==> config.mk <==
export PLATFORM = sky130hd
export DESIGN_NAME = mem_access_stage_flat
export DESIGN_NICKNAME = d
export VERILOG_FILES = /design/src/rtl/mem_access_stage_pkg.sv /design/src/rtl/mem_access_stage_if.sv /design/src/rtl/mem_access_stage_byte_lane_unit.sv /design/src/rtl/mem_access_stage.sv /design/src/flat_wrapper.sv
export SDC_FILE = /design/constraint.sdc
export NUM_CORES = 1
export LEC_CHECK = 0
export BUFFER_PORTS_ARGS = -buffer_cell sky130_fd_sc_hd__buf_2
export CORE_ASPECT_RATIO = 1.4
export CORE_MARGIN = 5
export CORE_UTILIZATION = 48
export DETAILED_ROUTE_END_ITERATION = 6
export GPL_TIMING_DRIVEN = 0
export PLACE_DENSITY_LB_ADDON = 0.05
export SETUP_SLACK_MARGIN = 0.02
export SLEW_MARGIN = 20
export SYNTH_ARGS = -nofsm -noshare
export SYNTH_HDL_FRONTEND = slang
export SYNTH_HIERARCHICAL = 1
export SYNTH_SLANG_ARGS = --single-unit
==> constraint.sdc <==
create_clock -name clk -period 5.1 [get_ports clk]
set_clock_uncertainty 0.15 [all_clocks]
set_input_delay 0 -clock clk [delete_from_list [all_inputs] [get_ports clk]]
set_output_delay 0 -clock clk [all_outputs]
set_load 0.02 [all_outputs]
==> src/rtl/mem_access_stage_pkg.sv <==
// Shared definitions for the data-memory access stage:
// FSM encodings, transfer-bit polarities and the ack timeout default.
package mem_access_stage_pkg;

    typedef enum logic [1:0] {
        S_IDLE   = 2'd0,
        S_ACCESS = 2'd1,
        S_DONE   = 2'd2
    } state_t;

    localparam logic L_LOAD = 1'b1;
    localparam logic B_BYTE = 1'b1;
    localparam logic P_PRE  = 1'b1;
    localparam logic U_ADD  = 1'b1;

    localparam int TIMEOUT_DEF = 15;

    function automatic logic [31:0] ror32(
        input logic [31:0] v,
        input logic [1:0]  sh
    );
        logic [31:0] r;
        unique case (sh)
            2'd0:    r = v;
            2'd1:    r = {v[7:0],  v[31:8]};
            2'd2:    r = {v[15:0], v[31:16]};
            default: r = {v[23:0], v[31:24]};
        endcase
        return r;
    endfunction

endpackage

==> src/rtl/mem_access_stage_if.sv <==
// Data-memory bus between the access stage (master)
// and the memory (slave).
interface mem_access_stage_if;
    logic        mem_req;
    logic        mem_we;
    logic [31:0] mem_addr;
    logic [31:0] mem_wdata;
    logic [3:0]  mem_be;
    logic [31:0] mem_rdata;
    logic        mem_ack;

    modport master (
        output mem_req, mem_we, mem_addr, mem_wdata, mem_be,
        input  mem_rdata, mem_ack
    );

    modport slave (
        input  mem_req, mem_we, mem_addr, mem_wdata, mem_be,
        output mem_rdata, mem_ack
    );
endinterface

==> src/rtl/mem_access_stage_byte_lane_unit.sv <==
// Little-endian lane steering: byte enables, store
// replication and load extract/rotate.
module byte_lane_unit
    import mem_access_stage_pkg::*;
(
    input  logic [1:0]  i_lane,
    input  logic        i_byte,
    input  logic [31:0] i_store_data,
    input  logic [31:0] i_rdata,
    output logic [3:0]  o_be,
    output logic [31:0] o_wdata,
    output logic [31:0] o_load
);

    always_comb begin
        o_be    = 4'b1111;
        o_wdata = i_store_data;
        o_load  = ror32(i_rdata, i_lane);
        if (i_byte == B_BYTE) begin
            o_be    = 4'b0001 << i_lane;
            o_wdata = {4{i_store_data[7:0]}};
            o_load  = {24'd0, i_rdata[{i_lane, 3'b000} +: 8]};
        end
    end

endmodule

==> src/rtl/mem_access_stage.sv <==
// Single-data-transfer stage: drives one memory access,
// then issues the rd and base register writebacks.
module mem_access_stage
    import mem_access_stage_pkg::*;
#(
    parameter int TIMEOUT = TIMEOUT_DEF
) (
    input  logic        clk,
    input  logic        nreset,
    input  logic        start,
    input  logic        cond_pass,
    input  logic        is_mem,
    input  logic        load_store,
    input  logic        byte_or_word,
    input  logic        pre_post,
    input  logic        up_down,
    input  logic        write_back,
    input  logic        alu_wb,
    input  logic [31:0] base,
    input  logic [31:0] offset,
    input  logic [31:0] store_data,
    input  logic [31:0] alu_result,
    input  logic [3:0]  rd,
    input  logic [3:0]  rn,
    mem_access_stage_if.master mem,
    output logic        done,
    output logic        fault,
    output logic        wb_en,
    output logic [3:0]  wb_addr,
    output logic [31:0] wb_data,
    output logic        base_wb_en,
    output logic [3:0]  base_wb_addr,
    output logic [31:0] base_wb_data
);

    localparam int CW = (TIMEOUT > 1) ? $clog2(TIMEOUT) : 1;

    state_t      r_state;
    logic [CW-1:0] r_cnt;
    logic [31:0] r_ea;
    logic [3:0]  r_rd;
    logic [3:0]  r_rn;
    logic [1:0]  r_lane;
    logic        r_byte;
    logic        r_load;
    logic        r_bwb;
    logic        r_mem_req;
    logic        r_mem_we;
    logic [31:0] r_mem_addr;
    logic [31:0] r_mem_wdata;
    logic [3:0]  r_mem_be;
    logic        r_done;
    logic        r_fault;
    logic        r_wb_en;
    logic [3:0]  r_wb_addr;
    logic [31:0] r_wb_data;
    logic        r_bwb_en;
    logic [3:0]  r_bwb_addr;
    logic [31:0] r_bwb_data;

    logic [31:0] w_ea;
    logic [31:0] w_addr;
    logic        w_idle;
    logic        w_is_load;
    logic        w_is_byte;
    logic [1:0]  w_lane;
    logic        w_byte;
    logic [3:0]  w_be;
    logic [31:0] w_wdata;
    logic [31:0] w_load;

    assign w_ea      = (up_down == U_ADD) ? base + offset
                                          : base - offset;
    assign w_addr    = (pre_post == P_PRE) ? w_ea : base;
    assign w_idle    = (r_state == S_IDLE);
    assign w_is_load = (load_store == L_LOAD);
    assign w_is_byte = (byte_or_word == B_BYTE);

    // Lanes come from live operands at issue, from the
    // captured address once the access is in flight.
    assign w_lane = w_idle ? w_addr[1:0] : r_lane;
    assign w_byte = w_idle ? w_is_byte : r_byte;

    byte_lane_unit u_lane (
        .i_lane       (w_lane),
        .i_byte       (w_byte),
        .i_store_data (store_data),
        .i_rdata      (mem.mem_rdata),
        .o_be         (w_be),
        .o_wdata      (w_wdata),
        .o_load       (w_load)
    );

    always_ff @(posedge clk or posedge nreset) begin
        if (nreset) begin
            r_state     <= S_IDLE;
            r_cnt       <= '0;
            r_ea        <= '0;
            r_rd        <= '0;
            r_rn        <= '0;
            r_lane      <= '0;
            r_byte      <= 1'b0;
            r_load      <= 1'b0;
            r_bwb       <= 1'b0;
            r_mem_req   <= 1'b0;
            r_mem_we    <= 1'b0;
            r_mem_addr  <= '0;
            r_mem_wdata <= '0;
            r_mem_be    <= '0;
            r_done      <= 1'b0;
            r_fault     <= 1'b0;
            r_wb_en     <= 1'b0;
            r_wb_addr   <= '0;
            r_wb_data   <= '0;
            r_bwb_en    <= 1'b0;
            r_bwb_addr  <= '0;
            r_bwb_data  <= '0;
        end else begin
            unique case (r_state)
                S_IDLE: begin
                    if (start) begin
                        r_cnt  <= '0;
                        r_ea   <= w_ea;
                        r_rd   <= rd;
                        r_rn   <= rn;
                        r_lane <= w_addr[1:0];
                        r_byte <= w_is_byte;
                        r_load <= w_is_load;
                        // A load into the base register wins
                        // over the base update.
                        r_bwb  <= ((pre_post != P_PRE) | write_back)
                                  & ~(w_is_load & (rn == rd));
                        if (is_mem & cond_pass) begin
                            r_state     <= S_ACCESS;
                            r_mem_req   <= 1'b1;
                            r_mem_we    <= ~w_is_load;
                            r_mem_addr  <= w_is_byte ? w_addr
                                         : {w_addr[31:2], 2'b00};
                            r_mem_wdata <= w_wdata;
                            r_mem_be    <= w_be;
                        end else begin
                            r_state   <= S_DONE;
                            r_done    <= 1'b1;
                            r_wb_en   <= cond_pass & ~is_mem & alu_wb;
                            r_wb_addr <= rd;
                            r_wb_data <= alu_result;
                        end
                    end
                end
                S_ACCESS: begin
                    if (mem.mem_ack) begin
                        r_state    <= S_DONE;
                        r_mem_req  <= 1'b0;
                        r_done     <= 1'b1;
                        r_wb_en    <= r_load;
                        r_wb_addr  <= r_rd;
                        r_wb_data  <= w_load;
                        r_bwb_en   <= r_bwb;
                        r_bwb_addr <= r_rn;
                        r_bwb_data <= r_ea;
                    end else if (r_cnt == CW'(TIMEOUT - 1)) begin
                        r_state   <= S_DONE;
                        r_mem_req <= 1'b0;
                        r_done    <= 1'b1;
                        r_fault   <= 1'b1;
                    end else begin
                        r_cnt <= r_cnt + 1'b1;
                    end
                end
                S_DONE: begin
                    r_state  <= S_IDLE;
                    r_done   <= 1'b0;
                    r_fault  <= 1'b0;
                    r_wb_en  <= 1'b0;
                    r_bwb_en <= 1'b0;
                end
                default: r_state <= S_IDLE;
            endcase
        end
    end

    assign mem.mem_req   = r_mem_req;
    assign mem.mem_we    = r_mem_we;
    assign mem.mem_addr  = r_mem_addr;
    assign mem.mem_wdata = r_mem_wdata;
    assign mem.mem_be    = r_mem_be;

    assign done         = r_done;
    assign fault        = r_fault;
    assign wb_en        = r_wb_en;
    assign wb_addr      = r_wb_addr;
    assign wb_data      = r_wb_data;
    assign base_wb_en   = r_bwb_en;
    assign base_wb_addr = r_bwb_addr;
    assign base_wb_data = r_bwb_data;

endmodule

==> src/flat_wrapper.sv <==
// flat-port wrapper written by rule: the top's interface ports become plain ports
module mem_access_stage_flat import mem_access_stage_pkg::*;
#(
    parameter int TIMEOUT = TIMEOUT_DEF
)
  (clk, nreset, start, cond_pass, is_mem, load_store, byte_or_word, pre_post, up_down, write_back, alu_wb, base, offset, store_data, alu_result, rd, rn, done, fault, wb_en, wb_addr, wb_data, base_wb_en, base_wb_addr, base_wb_data, mem_mem_req, mem_mem_we, mem_mem_addr, mem_mem_wdata, mem_mem_be, mem_mem_rdata, mem_mem_ack);
  mem_access_stage_if mem_i ();
  input  logic clk;
  input  logic nreset;
  input  logic start;
  input  logic cond_pass;
  input  logic is_mem;
  input  logic load_store;
  input  logic byte_or_word;
  input  logic pre_post;
  input  logic up_down;
  input  logic write_back;
  input  logic alu_wb;
  input  logic [31:0] base;
  input  logic [31:0] offset;
  input  logic [31:0] store_data;
  input  logic [31:0] alu_result;
  input  logic [3:0] rd;
  input  logic [3:0] rn;
  output logic done;
  output logic fault;
  output logic wb_en;
  output logic [3:0] wb_addr;
  output logic [31:0] wb_data;
  output logic base_wb_en;
  output logic [3:0] base_wb_addr;
  output logic [31:0] base_wb_data;
  output wire logic [$bits(mem_i.mem_req)-1:0] mem_mem_req;
  output wire logic [$bits(mem_i.mem_we)-1:0] mem_mem_we;
  output wire logic [$bits(mem_i.mem_addr)-1:0] mem_mem_addr;
  output wire logic [$bits(mem_i.mem_wdata)-1:0] mem_mem_wdata;
  output wire logic [$bits(mem_i.mem_be)-1:0] mem_mem_be;
  input wire logic [$bits(mem_i.mem_rdata)-1:0] mem_mem_rdata;
  input wire logic [$bits(mem_i.mem_ack)-1:0] mem_mem_ack;
  assign mem_mem_req = mem_i.mem_req;
  assign mem_mem_we = mem_i.mem_we;
  assign mem_mem_addr = mem_i.mem_addr;
  assign mem_mem_wdata = mem_i.mem_wdata;
  assign mem_mem_be = mem_i.mem_be;
  assign mem_i.mem_rdata = mem_mem_rdata;
  assign mem_i.mem_ack = mem_mem_ack;
  mem_access_stage #(.TIMEOUT(TIMEOUT)) u_core (.clk(clk), .nreset(nreset), .start(start), .cond_pass(cond_pass), .is_mem(is_mem), .load_store(load_store), .byte_or_word(byte_or_word), .pre_post(pre_post), .up_down(up_down), .write_back(write_back), .alu_wb(alu_wb), .base(base), .offset(offset), .store_data(store_data), .alu_result(alu_result), .rd(rd), .rn(rn), .mem(mem_i), .done(done), .fault(fault), .wb_en(wb_en), .wb_addr(wb_addr), .wb_data(wb_data), .base_wb_en(base_wb_en), .base_wb_addr(base_wb_addr), .base_wb_data(base_wb_data));
endmodule
# Yosys cells after proc, flatten, opt, wreduce, memory -nomap -nowiden
# Index checks and enable logic that the tools add are counted.
[word_totals] register_bits=197 input_bits=180 out_inout_bits=146 wordCells=111
[op_classes] addsub=3 eq_ne=14 shift=2 muxes=44 n_bitwise=10 n_reduce_logical=16
[op_table] operator="32-bit two-way mux" count=7
[op_table] operator="32-bit case mux with 3 select lines" count=1
[op_table] operator="32-bit case mux with 2 select lines" count=1
[op_table] operator="32-bit adder" count=1
[op_table] operator="32-bit by 6-bit variable part select with 8-bit output" count=1
[op_table] operator="32-bit subtractor" count=1
[op_table] operator="4-bit two-way mux" count=7
[op_table] operator="4-bit AND reduction" count=5
[op_table] operator="4-bit case mux with 2 select lines" count=2
[op_table] operator="1-bit two-way mux" count=14
[op_table] operator="2-bit two-way mux" count=6
[op_table] operator="2-bit != test, second input constant" count=6
[op_table] operator="2-bit AND reduction" count=4
[op_table] operator="1-bit case mux with 2 select lines" count=3
[op_table] operator="1-bit case mux with 3 select lines" count=2
[op_table] operator="3-bit AND reduction" count=2
[op_table] operator="1-bit AND" count=5
[op_table] operator="4-bit by 1-bit adder with 4-bit output, second input constant" count=1
[op_table] operator="2-bit by 1-bit == test with 1-bit output, second input constant" count=2
[op_table] operator="2-bit == test, second input constant" count=2
[op_table] operator="4-bit == test" count=1
[op_table] operator="4-bit == test, second input constant" count=1
[op_table] operator="2-bit zero test" count=2
[op_table] operator="1-bit NOT" count=4
[op_table] operator="other kinds (7)" count=8

# Logic depth before layout (Yosys ltp)
[depth] ltp_word=9 mapped_depth=17 ltp_nobuf=17

# Cells and area by module
# Netlist, hierarchy kept.
[modules_own_cells] mod="mem_access_stage" n_inst=1 cells_per_inst=1108 area_per_inst_um2=10686.5 seq_area_each_um2=4929.7
[modules_own_cells] mod="byte_lane_unit" n_inst=1 cells_per_inst=151 area_per_inst_um2=1023.5 seq_area_each_um2=0.0

# Worst setup path after synthesis
# Ideal clock, no wire load.
[synth_timing] path_type="in2reg" startpoint="in offset[7]" endpoint="reg u_core.r_mem_addr[31] (netlist: u_core/mem.mem_addr[31])" setup_ns=0.125 arrival_ns=2.940 required_ns=4.825 slack_ns=1.886 cell_stages=15 path_buffers=0 path_cell_list="or3_1 > nor3_1 > nand2_1 > nor2_1 > a21oi_1 > xnor2_1 > ha_1 > a211oi_1 > o21ai_1 > a2111oi_0 > a211oi_1 > o21ai_1 > and3_1 > o31ai_1 > mux2_2"
[synth_via] elab_chain_len=3 elab_cells_between_ends=4 classes_between="add/sub: 2; mux: 2"
[synth_lines] element="start, declared" line_no="flat_wrapper.sv:20" source="input logic [31:0] offset;"
[synth_lines] element="32-bit subtractor or 32-bit adder (tied branches)" line_no="mem_access_stage.sv:73, mem_access_stage.sv:72"
[synth_lines] element="32-bit two-way mux *" line_no="mem_access_stage.sv:72" source="assign w_ea = (up_down == U_ADD) ? base + offset"
[synth_lines] element="32-bit two-way mux *" line_no="mem_access_stage.sv:74" source="assign w_addr = (pre_post == P_PRE) ? w_ea : base;"
[synth_lines] element="end signal, assigned" line_no="mem_access_stage.sv:137" source="r_mem_addr <= w_is_byte ? w_addr"
[synth_lines] element="end, declared" line_no="mem_access_stage.sv:49" source="logic [31:0] r_mem_addr;"
# Mark *: on every way between the ends. The rest lies on a longest branch, timed or not.
# A chain may end at the register's enable or synchronous reset.

# Worst setup path in the final report
[layout_timing] startpoint="in up_down" endpoint="reg u_core.r_wb_data[12] (netlist: u_core/wb_data[12])"
[layout_via] elab_chain_len=8 elab_cells_between_ends=10 classes_between="eq/ne: 2; mux: 7; reduce/logical: 1"
[layout_lines] element="start, declared" line_no="flat_wrapper.sv:16" source="input logic up_down;"
[layout_lines] element="32-bit two-way mux *" line_no="mem_access_stage.sv:72"
[layout_lines] element="named net u_core.w_ea[1]" line_no="mem_access_stage.sv:61" source="logic [31:0] w_ea;"
[layout_lines] element="32-bit two-way mux *" line_no="mem_access_stage.sv:74"
[layout_lines] element="2-bit two-way mux *" line_no="mem_access_stage.sv:81" source="assign w_lane = w_idle ? w_addr[1:0] : r_lane;"
[layout_lines] element="named net u_core.w_lane[1]" line_no="mem_access_stage.sv:66" source="logic [1:0] w_lane;"
[layout_lines] element="2-bit == test, or another cell as far along" line_no="mem_access_stage_pkg.sv:23" source="unique case (sh)"
[layout_lines] element="32-bit case mux with 3 select lines *" line_no="mem_access_stage_pkg.sv:23"
[layout_lines] element="32-bit two-way mux *" line_no="mem_access_stage_byte_lane_unit.sv:19" source="if (i_byte == B_BYTE) begin"
[layout_lines] element="named net u_core.w_load[12]" line_no="mem_access_stage.sv:70" source="logic [31:0] w_load;"
[layout_lines] element="32-bit two-way mux *" line_no="mem_access_stage.sv:151" source="if (mem.mem_ack) begin"
[layout_lines] element="32-bit case mux with 2 select lines *" line_no="mem_access_stage.sv:119" source="unique case (r_state)"
[layout_lines] element="end signal, assigned" line_no="mem_access_stage.sv:146" source="r_wb_data <= alu_result;"
[layout_lines] element="end signal, assigned" line_no="mem_access_stage.sv:157" source="r_wb_data <= w_load;"
[layout_lines] element="end, declared" line_no="mem_access_stage.sv:56" source="logic [31:0] r_wb_data;"
# The timed path passes the listed nets; every way through them passes the cells marked *. The select of a mux whose other input is x is not followed.

==> impl_results.html <==
<table>
<tr><th>Metric</th><th>Value</th></tr>
<tr><th colspan="2">Die</th></tr>
<tr><td>Die Y</td><td>about 190 µm</td></tr>
<tr><td>Core ar.</td><td>~24,000 µm²</td></tr>
<tr><td>Die X</td><td>approximately 140 µm</td></tr>
<tr><td>Starting utilization of the core area</td><td>0.488</td></tr>
<tr><td>Number of cell rows</td><td>67</td></tr>
<tr><td>Die Outline Area</td><td>approximately 28,000 µm²</td></tr>
<tr><td>I/O pin count</td><td>326</td></tr>
<tr><th colspan="2">Drt</th></tr>
<tr><td>Total via count in the routed design</td><td>11.0k</td></tr>
<tr><td>Antenna viol nets, final</td><td>0</td></tr>
<tr><td>Initial drt markers</td><td>472</td></tr>
<tr><td>Vias per cell</td><td>~5.4</td></tr>
<tr><td>DRC violations left</td><td>0</td></tr>
<tr><td>Overall routed net length</td><td>between 30,000 and 40,000 µm</td></tr>
<tr><td>Routed length per placed instance</td><td>19.0 µm</td></tr>
<tr><td>DR pass1 iterations</td><td>6</td></tr>
<tr><th colspan="2">STA</th></tr>
<tr><td>Worst-Margin Slew</td><td>between 0.9 and 1 ns</td></tr>
<tr><td>Shortest period the worst path allows</td><td>~3.6 ns</td></tr>
<tr><td>Period Utilization, post-route</td><td>0.708</td></tr>
<tr><td>Finish-stage setup viols</td><td>0</td></tr>
<tr><td>Worst path setup slack after routing</td><td>1.49 ns</td></tr>
<tr><td>Setup repair after global routing missed its margin</td><td>false</td></tr>
<tr><td>Final-report max-slew violation count</td><td>0</td></tr>
<tr><td>Max transition margin</td><td>0.342</td></tr>
<tr><td>Number of hold violations in the final report</td><td>0</td></tr>
<tr><td>Sum of negative setup slack</td><td>0 ns</td></tr>
<tr><td>Max Clk Rate</td><td>0.277 GHz</td></tr>
<tr><th colspan="2">Flow run</th></tr>
<tr><td>Number of max-cap violations</td><td>0</td></tr>
<tr><th colspan="2">Setup path</th></tr>
<tr><td>Critical register-to-register path endpoint</td><td>u_core/wb_data[26]</td></tr>
<tr><td>Worst path top cell family by delay</td><td>buffers and inverters</td></tr>
<tr><td>Worst path required time</td><td>5.30 ns</td></tr>
<tr><td>CP Max Fanout</td><td>10</td></tr>
<tr><td>Nature of the critical path endpoint</td><td>flop</td></tr>
<tr><td>Worst R2R Setup Slack</td><td>1.85 ns</td></tr>
<tr><td>Nature of the critical path startpoint</td><td>input port</td></tr>
<tr><td>Critical-path cell list</td><td>buf_2 &gt; clkbuf_1 &gt; mux2_2 &gt; fa_1 &gt; mux2i_1 &gt; a21oi_1 &gt; or2_1 &gt; buf_6 &gt; buf_6 &gt; o22ai_2 &gt; mux2i_1 &gt; dlygate4sd3_1 &gt; a21oi_1</td></tr>
<tr><td>Data arrival time at the worst-slack endpoint</td><td>between 3 and 4 ns</td></tr>
<tr><td>Type of the worst setup path</td><td>in2reg</td></tr>
<tr><td>Worst Reg-to-Reg Cells</td><td>12</td></tr>
<tr><td>Largest incremental delay on the critical path</td><td>slightly below 0.6 ns</td></tr>
<tr><td>Critical Path Slowest Stage Cell</td><td>sky130_fd_sc_hd__dlygate4sd3_1</td></tr>
<tr><td>Startpoint of the worst-slack reg-to-reg timing path</td><td>u_core/r_state[1]</td></tr>
<tr><td>Sum of buffers and inverters on the critical path</td><td>5</td></tr>
<tr><th colspan="2">CTS</th></tr>
<tr><td>TritonCTS Buffers</td><td>17</td></tr>
<tr><td>Number of H-tree levels</td><td>4</td></tr>
<tr><td>Cell at the root of the clock tree</td><td>sky130_fd_sc_hd__clkbuf_16</td></tr>
<tr><td>Clock tree from TritonCTS</td><td>done</td></tr>
<tr><td>Clock network latency to the later pin of the worst-skew pair</td><td>0.43 ns</td></tr>
<tr><td>Number of buffers inserted to repair setup after CTS</td><td>0</td></tr>
<tr><td>Clock sink count</td><td>197</td></tr>
<tr><td>Max Root-Sink Buffers</td><td>2</td></tr>
<tr><td>Reg clk slew, reported paths</td><td>around 0.07 ns</td></tr>
<tr><th colspan="2">Synthesis</th></tr>
<tr><td>Async set or reset register ratio after synthesis</td><td>1.00</td></tr>
<tr><td>Synth cell count leaders</td><td>197 x sky130_fd_sc_hd__dfrtp_1, 192 x sky130_fd_sc_hd__nand2_1, 107 x sky130_fd_sc_hd__a21oi_1</td></tr>
<tr><td>Sequential cell area fraction in the yosys report</td><td>0.421</td></tr>
<tr><td>Cell taking the most area after synthesis</td><td>sky130_fd_sc_hd__dfrtp_1</td></tr>
<tr><td>Gate count after technology mapping</td><td>about 1.3k</td></tr>
<tr><td>Most instantiated library cell after synthesis</td><td>sky130_fd_sc_hd__dfrtp_1</td></tr>
<tr><td>Synth Register Bits</td><td>roughly 200</td></tr>
<tr><td>Area share of the leading cell type in the synthesized netlist</td><td>0.421</td></tr>
<tr><td>Cell Area, Synth</td><td>11,700 µm²</td></tr>
<tr><td>Dominant cells by area after synthesis</td><td>sky130_fd_sc_hd__dfrtp_1 42%, sky130_fd_sc_hd__mux2i_1 7.9%, sky130_fd_sc_hd__mux2_2 6.4%</td></tr>
<tr><td>Number of flops mapped to enable cells by yosys</td><td>0</td></tr>
<tr><td>Post-synthesis cell type count</td><td>67</td></tr>
<tr><td>Prevailing post-synth register cell</td><td>sky130_fd_sc_hd__dfrtp_1</td></tr>
<tr><td>Total number of yosys warnings</td><td>6</td></tr>
<tr><td>Average size of a mapped cell</td><td>9.30 µm²</td></tr>
<tr><td>Post-Synthesis Net Count</td><td>~1.5k</td></tr>
<tr><th colspan="2">Power</th></tr>
<tr><td>IR Drop Worst-Case VDD</td><td>0.306 mV</td></tr>
<tr><td>Switching share of total power</td><td>0.430</td></tr>
<tr><td>Fraction of power consumed by combinational cells</td><td>0.500</td></tr>
<tr><td>Cell Int Power</td><td>4.67 mW</td></tr>
<tr><td>Sequential cell fraction of total power</td><td>0.330</td></tr>
<tr><td>Net switching component of the power</td><td>3.52 mW</td></tr>
<tr><td>Clock power share</td><td>0.170</td></tr>
<tr><td>Power density over cell area</td><td>522 nW/µm²</td></tr>
<tr><td>Leak pwr</td><td>7.72 nW</td></tr>
<tr><th colspan="2">Global routing</th></tr>
<tr><td>Number of global-route vias before repair</td><td>11.6k</td></tr>
<tr><td>Overflow left after global routing</td><td>0</td></tr>
<tr><td>Largest net degree at the start of global routing</td><td>33</td></tr>
<tr><td>Wire length of the first global-routing pass</td><td>61,600 µm</td></tr>
<tr><td>Overall fraction of global-route tracks in use</td><td>0.281</td></tr>
<tr><td>Number of antenna violations at the first check in global routing</td><td>0</td></tr>
<tr><th colspan="2">Layout</th></tr>
<tr><td>Seq. cell area</td><td>4930 µm²</td></tr>
<tr><td>Antenna diode instance count</td><td>0</td></tr>
<tr><td>Filler cell count</td><td>between 2k and 2.5k</td></tr>
<tr><td>Final layout net count</td><td>1,958</td></tr>
<tr><td>Synth-to-layout area growth</td><td>34.1%</td></tr>
<tr><td>Multi-input combinational cell area</td><td>6220 µm²</td></tr>
<tr><td>Layout cell share with drive strength beyond 1</td><td>0.270</td></tr>
<tr><td>Final Cell Area</td><td>15,700 µm²</td></tr>
<tr><th colspan="2">Worst hold path</th></tr>
<tr><td>Depth of the worst hold-timing path</td><td>5</td></tr>
<tr><td>Worst Hold Path EP</td><td>u_core/wb_data[9]</td></tr>
<tr><td>Hold path start</td><td>mem_mem_rdata[9]</td></tr>
<tr><td>Hold/Removal Path Class</td><td>in2reg</td></tr>
<tr><th colspan="2">Place</th></tr>
<tr><td>Total cell area at the placement stage</td><td>around 14,000 µm²</td></tr>
<tr><td>Placer's final routability congestion estimate</td><td>0.897</td></tr>
<tr><td>Buffers added on ports</td><td>approximately 320</td></tr>
<tr><td>DP HPWL</td><td>approximately 30,000 µm</td></tr>
<tr><td>Worst setup slack after placement</td><td>1.08 ns</td></tr>
<tr><th colspan="2">Run status</th></tr>
<tr><td>Result of the run</td><td>completed</td></tr>
</table>
==> power groups by stage <==
stage	clock network, mW	logic (mW)	registers, mW
finish	1.39	4.10	2.70
global route	1.48	4.43	2.79
CTS	1.42	4.09	2.70
detailed placement	0	3.99	2.73
global placement	0	3.93	2.71
floorplan	0	1.96	3.34
==> worst max-delay path by stage <==
stage	from	endpoint	slack, ns	depth (start not counted)
floorplan	offset[7]	u_core/mem.mem_addr[31]	1.89	15
global placement	nreset	u_core/mem.mem_addr[22]	1.10	2
detailed placement	offset[11]	u_core/mem.mem_addr[31]	1.08	16
CTS	offset[11]	u_core/mem.mem_addr[31]	1.48	16
global route	offset[11]	u_core/mem.mem_addr[31]	1.17	16
finish	up_down	u_core/wb_data[12]	1.49	13
==> per-stage QoR <==
| step | utilization | hold slack, ns | std cells | total power [mW] |
|---|---|---|---|---|
| finish | 0.655 | 0.0206 | 2055 | 8.19 |
| global route | 0.655 | 0.0225 | 2055 | 8.70 |
| CTS | 0.655 | 0.00196 | 2055 | 8.21 |
| detailed placement | 0.578 | -0.0171 | 1899 | 6.71 |
| global placement | 0.572 | 0.118 | 1893 | 6.63 |
| floorplan | - | -0.0383 | 1259 | 5.31 |
==> layer usage <==
| metal | up-vias | GRT usage | routed length [µm] |
|---|---|---|---|
| li1 | 5336 | - | - |
| met1 | 5207 | 0.326 | 15100 |
| met2 | 408 | 0.501 | 20000 |
| met3 | 80 | 0.0494 | 2400 |
| met4 | 0 | 0.121 | 1650 |
| met5 | - | 0 | 0 |
==> cell type report <==
class | instances | share of cell area
buffer | 75 | 0.0237
inverter | 49 | 0.0120
clock buffer | 20 | 0.0291
timing repair buffer | 454 | 0.190
multi-input combinational | 938 | 0.396
tap | 310 | 0.0247
clock inverter | 12 | 0.00972
sequential | 197 | 0.314
==> state kept, by name, summed over array words and instances (netlist names), 2 cells and up <==
| register | flops |
|---|---|
| u_core/base_wb_data | 32 |
| u_core/mem.mem_addr | 32 |
| u_core/mem.mem_wdata | 32 |
| u_core/r_ea | 32 |
| u_core/wb_data | 32 |
| u_core/base_wb_addr | 4 |
| u_core/mem.mem_be | 4 |
| u_core/r_cnt | 4 |
| u_core/r_rd | 4 |
| u_core/r_rn | 4 |
| u_core/wb_addr | 4 |
| u_core/r_lane | 2 |
| u_core/r_state | 2 |
==> placed cells by master, fill, tap and decap left out, types with 48 or more instances in the layout <==
master	n
sky130_fd_sc_hd__a21oi_1	107
sky130_fd_sc_hd__buf_2	331
sky130_fd_sc_hd__dfrtp_1	197
sky130_fd_sc_hd__dlygate4sd3_1	124
sky130_fd_sc_hd__inv_1	48
sky130_fd_sc_hd__mux2_2	67
sky130_fd_sc_hd__mux2i_1	93
sky130_fd_sc_hd__nand2_1	192
sky130_fd_sc_hd__nor2_1	98
sky130_fd_sc_hd__o21ai_0	78
==> tightest hold or removal path, cell delays in order <==
cell and delay (ns):
sky130_fd_sc_hd__buf_2 0.09, sky130_fd_sc_hd__mux2i_1 0.08, sky130_fd_sc_hd__o22ai_1 0.17, sky130_fd_sc_hd__mux2i_1 0.09, sky130_fd_sc_hd__a21oi_1 0.13
==> logic make-up (layout without fill, tap and decap cells) <==
logic type      count (synthesis)  in the layout  share of synthesized area
simple gates                  372            372                      0.136
compound gates                294            294                      0.152
flops                         197            197                      0.421
mux                           160            160                      0.144
buf+inv                       124            610                     0.0475
xor+xnor                       66             66                     0.0494
fa+ha+maj                      46             46                     0.0498
==> repair_timing <==
item                                    CTS  global route
endpoints found under the setup margin    0             0
gates resized for setup                   0             0
hold buffers                            124             0
hold endpoints to repair                212             0
No activity file was read; power rests on OpenSTA's default activity.
